$ cat config.mk
export PLATFORM = sky130hd
export DESIGN_NAME = mux_scan_seq
export DESIGN_NICKNAME = d
export VERILOG_FILES = /design/src/rtl/mux_scan_seq.sv
export SDC_FILE = /design/constraint.sdc
export NUM_CORES = 1
export LEC_CHECK = 0
export CORE_MARGIN = 2
export CORE_UTILIZATION = 45
export DETAILED_ROUTE_END_ITERATION = 12
export PLACE_DENSITY = 0.79
export SETUP_SLACK_MARGIN = 0.3
export SYNTH_ARGS = -nofsm -noshare
export SYNTH_HDL_FRONTEND = slang
export SYNTH_SLANG_ARGS = --single-unit
$ cat constraint.sdc
create_clock -name clk -period 4 [get_ports clk]
set_input_delay 0.8 -clock clk [delete_from_list [all_inputs] [get_ports clk]]
set_output_delay 0.8 -clock clk [all_outputs]
set_load 0.005 [all_outputs]
$ cat src/rtl/mux_scan_seq.sv
// mux_scan_seq: walks a mux tree's select range, waits out its pipeline latency,
// samples each channel and streams the samples as LSB-first packed bytes.
module mux_scan_seq #(
    parameter int SEL_WIDTH   = 8,
    parameter int MUX_LATENCY = 8
) (
    input  logic                 clk,
    input  logic                 rst_n,
    input  logic                 start,
    input  logic [SEL_WIDTH-1:0] start_idx,
    input  logic [SEL_WIDTH:0]   num_ch,
    output logic                 busy,
    output logic                 done,
    output logic [SEL_WIDTH-1:0] mux_sel,
    input  logic                 mux_out,
    output logic [7:0]           byte_data,
    output logic                 byte_valid,
    input  logic                 byte_ready
);
    localparam int CW = (MUX_LATENCY < 2) ? 1 : $clog2(MUX_LATENCY + 1);
    localparam logic [CW-1:0] LAT = CW'(MUX_LATENCY);
    localparam logic [SEL_WIDTH:0] NCH = (SEL_WIDTH + 1)'(1 << SEL_WIDTH);

    typedef enum logic [2:0] {IDLE, SETTLE, SAMPLE, HOLD, FLUSH, DONE} state_t;

    state_t               state_q, state_d;
    logic [SEL_WIDTH-1:0] sel_q, sel_d;
    logic [SEL_WIDTH:0]   rem_q, rem_d;
    logic [CW-1:0]        cnt_q, cnt_d;
    logic [2:0]           bit_q, bit_d;
    logic [7:0]           sh_q, sh_d, data_q, data_d;
    logic                 bv_q, bv_d;

    always_comb begin
        state_d = state_q;
        sel_d   = sel_q;
        rem_d   = rem_q;
        cnt_d   = cnt_q;
        bit_d   = bit_q;
        sh_d    = sh_q;
        data_d  = data_q;
        bv_d    = bv_q && !byte_ready;
        case (state_q)
            IDLE: begin
                if (start && num_ch == '0) begin
                    state_d = DONE;
                end else if (start) begin
                    sel_d   = start_idx;
                    rem_d   = (num_ch > NCH) ? NCH : num_ch;
                    cnt_d   = LAT;
                    state_d = SETTLE;
                end
            end
            SETTLE: begin
                // a zero-latency tree still spends one cycle here
                cnt_d   = cnt_q - CW'(1);
                state_d = (cnt_q <= CW'(1)) ? SAMPLE : SETTLE;
            end
            SAMPLE: begin
                sh_d  = sh_q | (8'(mux_out) << bit_q);
                bit_d = bit_q + 3'd1;
                rem_d = rem_q - (SEL_WIDTH + 1)'(1);
                if (bit_q == 3'd7 || rem_q == (SEL_WIDTH + 1)'(1)) begin
                    state_d = HOLD;
                end else begin
                    sel_d   = sel_q + SEL_WIDTH'(1);
                    cnt_d   = LAT;
                    state_d = SETTLE;
                end
            end
            HOLD: begin
                if (!bv_q || byte_ready) begin
                    data_d = sh_q;
                    bv_d   = 1'b1;
                    sh_d   = '0;
                    bit_d  = '0;
                    if (rem_q != '0) begin
                        sel_d   = sel_q + SEL_WIDTH'(1);
                        cnt_d   = LAT;
                        state_d = SETTLE;
                    end else begin
                        state_d = FLUSH;
                    end
                end
            end
            FLUSH: state_d = (!bv_q || byte_ready) ? DONE : FLUSH;
            DONE:  state_d = IDLE;
            default: state_d = IDLE;
        endcase
    end

    always_ff @(posedge clk or negedge rst_n) begin
        if (!rst_n) begin
            state_q <= IDLE;
            sel_q   <= '0;
            rem_q   <= '0;
            cnt_q   <= '0;
            bit_q   <= '0;
            sh_q    <= '0;
            data_q  <= '0;
            bv_q    <= 1'b0;
        end else begin
            state_q <= state_d;
            sel_q   <= sel_d;
            rem_q   <= rem_d;
            cnt_q   <= cnt_d;
            bit_q   <= bit_d;
            sh_q    <= sh_d;
            data_q  <= data_d;
            bv_q    <= bv_d;
        end
    end

    assign busy       = (state_q != IDLE) && (state_q != DONE);
    assign done       = (state_q == DONE);
    assign mux_sel    = sel_q;
    assign byte_data  = data_q;
    assign byte_valid = bv_q;
endmodule

==> flow_results.xml, run 1 <==
<?xml version="1.0" encoding="UTF-8"?>
<metrics>
  <group name="critical_path">
    <metric name="worst_path_max_delay_cell" unit="">clkdlybuf4s50_1</metric>
    <metric name="crit_path_cell_trace" unit="">clkdlybuf4s50_1 &gt; nor2b_1 &gt; a41o_1 &gt; a41o_2 &gt; or2_1 &gt; a2111o_1</metric>
    <metric name="crit-reg2reg-launch" unit="">state_q[1]</metric>
    <metric name="reg_to_reg_endpoint" unit="">cnt_q[1]</metric>
    <metric name="critical_path_peak_fanout" unit="">14</metric>
    <metric name="worstSetupStartpoint" unit="">start</metric>
    <metric name="cpPeakStageDelay" unit="ps">460</metric>
    <metric name="critPathLaunchType" unit="">input pin</metric>
    <metric name="criticalPathCategory" unit="">in2reg</metric>
    <metric name="endpoint" unit="">mux_sel[7]</metric>
    <metric name="required" unit="ps">4170</metric>
    <metric name="crit_arrival" unit="ps">2750</metric>
    <metric name="crit_path_end_kind" unit="">register</metric>
    <metric name="timing.reg2reg.worst_path_depth" unit="">5</metric>
    <metric name="worst-r2r-setup-slack" unit="ps">1560</metric>
  </group>
  <group name="grt">
    <metric name="grt_start_max_net_pins" unit="">45</metric>
    <metric name="antenna_found_initial" unit="">0</metric>
    <metric name="number_of_global_route_vias_before_repair" unit="">1953</metric>
    <metric name="grt.total_usage" unit="%">18.4</metric>
    <metric name="grt_overflow" unit="">0</metric>
    <metric name="grt_pass1_wl" unit="µm">9070</metric>
  </group>
  <group name="floorplan">
    <metric name="top_level_ports" unit="">41</metric>
    <metric name="die_y" unit="µm">77.4</metric>
    <metric name="placeableCoreArea" unit="mm²">0.00514</metric>
    <metric name="die_w" unit="µm">77.4</metric>
    <metric name="total_die_area" unit="mm²">0.00599</metric>
    <metric name="row_count" unit="">26</metric>
    <metric name="initial_utilization" unit="%">47.2</metric>
  </group>
  <group name="synthesis">
    <metric name="ys_ff_latch" unit="">44</metric>
    <metric name="postSynthNetCount" unit="">284</metric>
    <metric name="seq_area_frac_synth" unit="%">45.4</metric>
    <metric name="ys_top_cells_by_area" unit="">dfrtp_1 45%, nor2_1 5.0%, ha_1 4.1%, o21ai_0 4.1%, mux2_2 3.7%</metric>
    <metric name="netlist_area" unit="mm²">0.00243</metric>
    <metric name="synth_area_leader_cell" unit="">dfrtp_1</metric>
    <metric name="post_synth.cell_area_avg" unit="µm²">9.55</metric>
    <metric name="synth.top_cell.area_share" unit="%">45.4</metric>
    <metric name="synthFlopType" unit="">dfrtp_1</metric>
    <metric name="ys_warn_count" unit="">0</metric>
    <metric name="synthCells" unit="">254</metric>
    <metric name="synth.distinct_cells" unit="">50</metric>
    <metric name="postSynth.asyncResetShare" unit="%">100</metric>
    <metric name="number_of_synthesized_flops_with_an_enable_pin" unit="">0</metric>
  </group>
  <group name="route">
    <metric name="drt-met1-wl" unit="µm">2420</metric>
    <metric name="wirelength" unit="µm">5270</metric>
    <metric name="routed-wl-met2" unit="µm">2500</metric>
    <metric name="routed.top_layer" unit="">met4</metric>
    <metric name="drt-vias-per-instance" unit="">5.83</metric>
    <metric name="drtIter0Drc" unit="">136</metric>
    <metric name="routed_wire_length_per_instance" unit="µm">14.7</metric>
    <metric name="antenna_left" unit="">0</metric>
    <metric name="drt-pass1-iter-count" unit="">4</metric>
    <metric name="dr_vias" unit="">2099</metric>
    <metric name="residual_drc" unit="">0</metric>
    <metric name="met3WireLength" unit="µm">295</metric>
  </group>
  <group name="placed_design">
    <metric name="postPlaceCellArea" unit="mm²">0.00286</metric>
    <metric name="port_buffers" unit="">40</metric>
    <metric name="finalWeightedCongestion" unit="">0.835</metric>
    <metric name="place_worst_setup_slack" unit="ps">1120</metric>
    <metric name="detailedPlacementHpwl" unit="µm">3760</metric>
  </group>
  <group name="sta">
    <metric name="timing.final.setup_violations" unit="">0</metric>
    <metric name="fmax" unit="GHz">0.387</metric>
    <metric name="layout_worst_path_cycle_share" unit="%">64.6</metric>
    <metric name="tns" unit="ps">0</metric>
    <metric name="timing.clock.skew" unit="ps">3.77</metric>
    <metric name="fin_crit" unit="ps">2580</metric>
    <metric name="hold_viol" unit="">0</metric>
    <metric name="max_slew.worst_pin.slew" unit="ps">941</metric>
    <metric name="worst_slew_margin_rel" unit="%">37.3</metric>
    <metric name="timing.final.max_slew_violations" unit="">0</metric>
    <metric name="grt_setup_unrepaired" unit="">false</metric>
    <metric name="post-route-worst-setup-slack" unit="ps">1420</metric>
  </group>
  <group name="power">
    <metric name="leakage" unit="nW">1.29</metric>
    <metric name="ir_worst_vdd" unit="mV">0.310</metric>
    <metric name="power.density_cell_area" unit="mW/mm²">605</metric>
  </group>
  <group name="clock_tree">
    <metric name="latest_clock_arrival_within_the_worst_skew_pair" unit="ps">280</metric>
    <metric name="path_clk_slew" unit="ps">80</metric>
    <metric name="ctsResizeCount" unit="">0</metric>
    <metric name="clock_tree_from_tritoncts" unit="">yes</metric>
    <metric name="clock-sinks" unit="">44</metric>
    <metric name="postCtsSetupBuffers" unit="">0</metric>
    <metric name="cts_buffers" unit="">5</metric>
    <metric name="clk_path_buf_depth" unit="">2</metric>
    <metric name="cts_root_buf" unit="">clkbuf_8</metric>
    <metric name="holdBufCountCts" unit="">0</metric>
    <metric name="ctsHtreeMaxLevel" unit="">2</metric>
  </group>
  <group name="cells_and_area">
    <metric name="layout_commonest_cell" unit="">dfrtp_1</metric>
    <metric name="layout-drive-gt1-share" unit="%">8.28</metric>
    <metric name="design.final.nets" unit="">320</metric>
    <metric name="syn2layout_area_growth" unit="%">21.0</metric>
    <metric name="top_library_cells_by_usage_in_the_layout_fill_and_taps_aside" unit="">44 x dfrtp_1, 39 x clkdlybuf4s50_1, 32 x nor2_1</metric>
    <metric name="diodes" unit="">0</metric>
    <metric name="fill_cells" unit="">480</metric>
    <metric name="fin_area" unit="mm²">0.00294</metric>
    <metric name="fin_util" unit="%">57.1</metric>
  </group>
  <group name="status">
    <metric name="status" unit="">finished clean</metric>
  </group>
  <group name="hold_path">
    <metric name="worstHoldPathType" unit="">reg2reg</metric>
  </group>
  <group name="job">
    <metric name="max_cap_violations" unit="">0</metric>
  </group>
</metrics>
routing by layer:
layer | GRT usage [%] | vias up
li1 | - | 1021
met1 | 25.2 | 1012
met2 | 30.2 | 62
met3 | 3.49 | 4
met4 | 4.82 | 0
met5 | 0 | -
cell usage after synthesis, types with 2 or more instances:
cell,n
a21oi_1,17
nor3_1,10
nor2b_1,7
nor2_2,2
nand2_1,9
mux2_2,8
nor4b_1,2
a22o_1,2
and3_1,3
nor3b_1,2
dfrtp_1,44
o31ai_1,2
a211oi_1,3
a22oi_1,3
ha_1,8
xnor2_1,2
a21boi_0,2
a21o_1,2
clkbuf_1,6
a31oi_1,7
nor2_1,32
a2bb2oi_1,3
buf_2,4
nand2b_1,6
buf_4,2
o21ai_0,20
inv_1,9
nor4_1,7
nand3_1,5
o22ai_1,2
a41oi_1,3
o22a_1,2
report_power, final:
group	switching [mW]	total [mW]	internal (mW)	leakage (nW)
sequential	0.194	0.773	0.579	0.571
combinational	0.362	0.748	0.386	0.674
clock	0.137	0.256	0.119	0.0410
worst min path at each step:
stage	start	end	slack, ps	depth (start not counted)
after floorplan	sh_q[1]	sh_q[1]	460	2
after detailed placement	sh_q[0]	sh_q[0]	480	2
final	byte_data[5]	byte_data[5]	510	1
after global routing	byte_data[2]	byte_data[2]	540	1
after global placement	sh_q[7]	sh_q[7]	470	2
after CTS	sh_q[1]	sh_q[1]	510	2
registers in the layout, indices dropped and copies added, names as in the netlist:
signal      cells
byte_valid      1
rem_q           9
byte_data       8
mux_sel         8
state_q         3
bit_q           3
sh_q            8
cnt_q           4
worst max-delay path, delay by kind of cell:
family,cells,cell delay (ps)
AO/OA/AOI/OAI,3,1000
buffers and inverters,1,460
AND/OR/NAND/NOR,2,490
final cells by class:
| class | instances | area [µm²] | share of cell area (%) |
|---|---|---|---|
| multi-input cells | 189 | 1230 | 42.0 |
| flip-flops and latches | 44 | 1100 | 37.5 |
| repair buffers | 41 | 403 | 13.7 |
| well taps | 70 | 87.6 | 2.98 |
| clock buffers | 6 | 72.6 | 2.47 |
| inverters | 9 | 33.8 | 1.15 |
| clock inverters | 1 | 5.00 | 0.170 |
kinds of logic after synthesis:
kind of cell	Yosys count	share of synthesized area [%]
xor+xnor	2	0.722
flops	44	45.4
buf+inv	21	3.76
compound gates	79	22.0
fa+ha+maj	8	4.13
simple gates	91	19.9
mux	9	4.13
metrics by stage:
step,total power [mW],hold slack [ps],std cells
5_1_grt,1.92,537,360
4_1_cts,1.78,514,360
3_5_place_dp,1.52,484,353
6_report,1.78,507,360
3_3_place_gp,1.51,470,353
2_1_floorplan,1.25,457,254
Note: power is estimated with default switching activity, not from simulation.
==> run 2, diff against run 1 <==
--- a/config.mk
+++ b/config.mk
@@ -8,7 +8,7 @@
 export CORE_MARGIN = 2
 export CORE_UTILIZATION = 45
 export DETAILED_ROUTE_END_ITERATION = 12
-export PLACE_DENSITY = 0.79
+export PLACE_DENSITY = 0.82
 export SETUP_SLACK_MARGIN = 0.3
 export SYNTH_ARGS = -nofsm -noshare
 export SYNTH_HDL_FRONTEND = slang
==> constraint.sdc (replaced) <==
create_clock -name clk -period 2.3 [get_ports clk]
set_input_delay 0.46 -clock clk [delete_from_list [all_inputs] [get_ports clk]]
set_output_delay 0.46 -clock clk [all_outputs]
set_load 0.005 [all_outputs]
==> run 2 against run 1 <==
First-iteration DRC count down 13%. Via count up 10%. Clock power up 140%. Cell area up 14%. Sequential cell count unchanged.
==> flow_results.xml, run 2 (synthesis results as in run 1) <==
<?xml version="1.0" encoding="UTF-8"?>
<metrics>
  <group name="status">
    <metric name="status" unit="">finished clean</metric>
  </group>
  <group name="floorplan">
    <metric name="top_level_ports" unit="">41</metric>
    <metric name="die_y" unit="µm">77.4</metric>
    <metric name="initial_utilization" unit="%">47.2</metric>
    <metric name="total_die_area" unit="mm²">0.00599</metric>
    <metric name="die_w" unit="µm">77.4</metric>
    <metric name="placeableCoreArea" unit="mm²">0.00514</metric>
    <metric name="row_count" unit="">26</metric>
  </group>
  <group name="clock_tree">
    <metric name="latest_clock_arrival_within_the_worst_skew_pair" unit="ps">310</metric>
    <metric name="cts_buffers" unit="">5</metric>
    <metric name="clock-sinks" unit="">44</metric>
    <metric name="cts_root_buf" unit="">clkbuf_8</metric>
    <metric name="ctsHtreeMaxLevel" unit="">2</metric>
    <metric name="clock_tree_from_tritoncts" unit="">yes</metric>
    <metric name="clk_path_buf_depth" unit="">2</metric>
    <metric name="holdBufCountCts" unit="">0</metric>
    <metric name="path_clk_slew" unit="ps">100</metric>
  </group>
  <group name="grt">
    <metric name="number_of_global_route_vias_before_repair" unit="">2289</metric>
    <metric name="grt.total_usage" unit="%">21.8</metric>
    <metric name="antenna_found_initial" unit="">0</metric>
    <metric name="grt_pass1_wl" unit="µm">10600</metric>
    <metric name="grt_overflow" unit="">0</metric>
    <metric name="grt_start_max_net_pins" unit="">45</metric>
  </group>
  <group name="route">
    <metric name="antenna_left" unit="">0</metric>
    <metric name="drtIter0Drc" unit="">118</metric>
    <metric name="dr_vias" unit="">2311</metric>
    <metric name="wirelength" unit="µm">6380</metric>
    <metric name="drt-vias-per-instance" unit="">5.79</metric>
    <metric name="drt-pass1-iter-count" unit="">5</metric>
    <metric name="routed_wire_length_per_instance" unit="µm">16.0</metric>
    <metric name="residual_drc" unit="">0</metric>
  </group>
  <group name="critical_path">
    <metric name="crit_path_end_kind" unit="">register</metric>
    <metric name="critPathTopFamily" unit="">simple AND/OR/NAND/NOR gates</metric>
    <metric name="criticalPathCategory" unit="">reg2reg</metric>
    <metric name="critPathLaunchType" unit="">register</metric>
    <metric name="timing.reg2reg.worst_path_depth" unit="">5</metric>
    <metric name="critical_path_peak_fanout" unit="">7</metric>
    <metric name="crit_path_cell_trace" unit="">or4_4 &gt; nor4_4 &gt; a41o_4 &gt; nor3_2 &gt; a2111o_1</metric>
    <metric name="required" unit="ps">2490</metric>
    <metric name="cpPeakStageDelay" unit="ps">560</metric>
    <metric name="depth_of_the_critical_timing_path_with_buffers_and_inverters_included" unit="">5</metric>
    <metric name="crit_arrival" unit="ps">2200</metric>
    <metric name="path_buf_inv" unit="">0</metric>
    <metric name="worst_path_max_delay_cell" unit="">or4_4</metric>
  </group>
  <group name="power">
    <metric name="power.density_cell_area" unit="mW/mm²">1100</metric>
    <metric name="leakage" unit="nW">1.53</metric>
    <metric name="post-layout-total-power" unit="mW">3.69</metric>
    <metric name="ir_worst_vdd" unit="mV">0.611</metric>
  </group>
  <group name="cells_and_area">
    <metric name="syn2layout_area_growth" unit="%">38.1</metric>
    <metric name="fill_cells" unit="">430</metric>
    <metric name="multi_input_comb_area" unit="mm²">0.00130</metric>
    <metric name="design.final.nets" unit="">358</metric>
    <metric name="top_library_cells_by_usage_in_the_layout_fill_and_taps_aside" unit="">42 x dfrtp_1, 35 x clkdlybuf4s50_1, 34 x buf_4</metric>
    <metric name="regArea" unit="mm²">0.00110</metric>
    <metric name="layout_commonest_cell" unit="">dfrtp_1</metric>
    <metric name="fin_util" unit="%">65.2</metric>
    <metric name="diodes" unit="">0</metric>
    <metric name="layout-drive-gt1-share" unit="%">22.5</metric>
    <metric name="fin_area" unit="mm²">0.00335</metric>
    <metric name="max_flop_register" unit="">rem_q</metric>
    <metric name="number_of_flip_flops_under_the_largest_register_name" unit="">9</metric>
  </group>
  <group name="job">
    <metric name="max_cap_violations" unit="">0</metric>
  </group>
  <group name="sta">
    <metric name="max_slew.worst_pin.slew" unit="ps">692</metric>
    <metric name="layout_worst_path_cycle_share" unit="%">87.1</metric>
    <metric name="fin_crit" unit="ps">2000</metric>
    <metric name="fmax" unit="GHz">0.499</metric>
    <metric name="hold_viol" unit="">0</metric>
    <metric name="timing.final.max_slew_violations" unit="">0</metric>
    <metric name="grt_setup_unrepaired" unit="">true</metric>
    <metric name="post-route-worst-setup-slack" unit="ps">296</metric>
    <metric name="timing.final.setup_violations" unit="">0</metric>
    <metric name="worst_slew_margin_rel" unit="%">53.5</metric>
    <metric name="tns" unit="ps">0</metric>
    <metric name="timing.clock.skew" unit="ps">12.8</metric>
  </group>
  <group name="placed_design">
    <metric name="place_worst_setup_slack" unit="ps">-85.6</metric>
    <metric name="detailedPlacementHpwl" unit="µm">4310</metric>
    <metric name="port_buffers" unit="">40</metric>
    <metric name="finalWeightedCongestion" unit="">0.840</metric>
    <metric name="postPlaceCellArea" unit="mm²">0.00306</metric>
  </group>
  <group name="hold_path">
    <metric name="worstHoldPathType" unit="">in2async</metric>
  </group>
</metrics>
## run 2: stage by stage
step / hold WS, ps / std cells
after floorplan: 164 / 254
after global placement: 472 / 378
after detailed placement: 483 / 378
after CTS: 232 / 398
after global routing: 268 / 399
final: 211 / 399
## run 2: area by class of cell
class                           count  area share [%]
Inverter                            9            1.01
Timing Repair Buffer               79            21.3
Clock inverter                      3            1.42
Tap cell                           70            2.61
Multi-Input combinational cell    189            38.7
Clock buffer                        5            2.05
Sequential cell                    44            32.9
## run 2: repair_timing
item / in CTS / in global routing
resized for setup: 10 / 11
gates cloned: 1 / 0
setup buffers: 11 / 1
endpoints found under the setup margin: 15 / 29
pin swaps: 4 / 7
## run 2: layer usage
metal	vias up	GRT usage, %	share of wire [%]
met5	-	0	0
met4	0	7.32	1.7
met3	15	3.14	3.6
met2	70	37.6	50
met1	1135	28.2	44
li1	1091	-	-
## run 2: final timing paths
| check | slack, ps | end | startpoint |
|---|---|---|---|
| max | 300 | mux_sel[7] | rem_q[5] |
| min | 210 | rem_q[5] | rst_n |
| max reg2reg | 300 | mux_sel[7] | rem_q[5] |
| min reg2reg | 500 | sh_q[1] | sh_q[1] |
| max in group asynchronous | 1670 | state_q[0] | rst_n |
| min in group clk | 500 | sh_q[1] | sh_q[1] |
## run 2: power by group
part	internal [mW]	leakage, nW	total [mW]	switching [mW]
sequential	1.01	0.569	1.30	0.293
clock	0.328	0.0583	0.620	0.292
combinational	0.936	0.906	1.77	0.829
==> run 3, diff against run 2 <==
--- a/config.mk
+++ b/config.mk
@@ -10,6 +10,7 @@
 export DETAILED_ROUTE_END_ITERATION = 12
 export PLACE_DENSITY = 0.82
 export SETUP_SLACK_MARGIN = 0.3
+export SLEW_MARGIN = 20
 export SYNTH_ARGS = -nofsm -noshare
 export SYNTH_HDL_FRONTEND = slang
 export SYNTH_SLANG_ARGS = --single-unit
==> results of run 3 <==
Same layout as run 2: the final DEF is identical, and so are final timing and power.
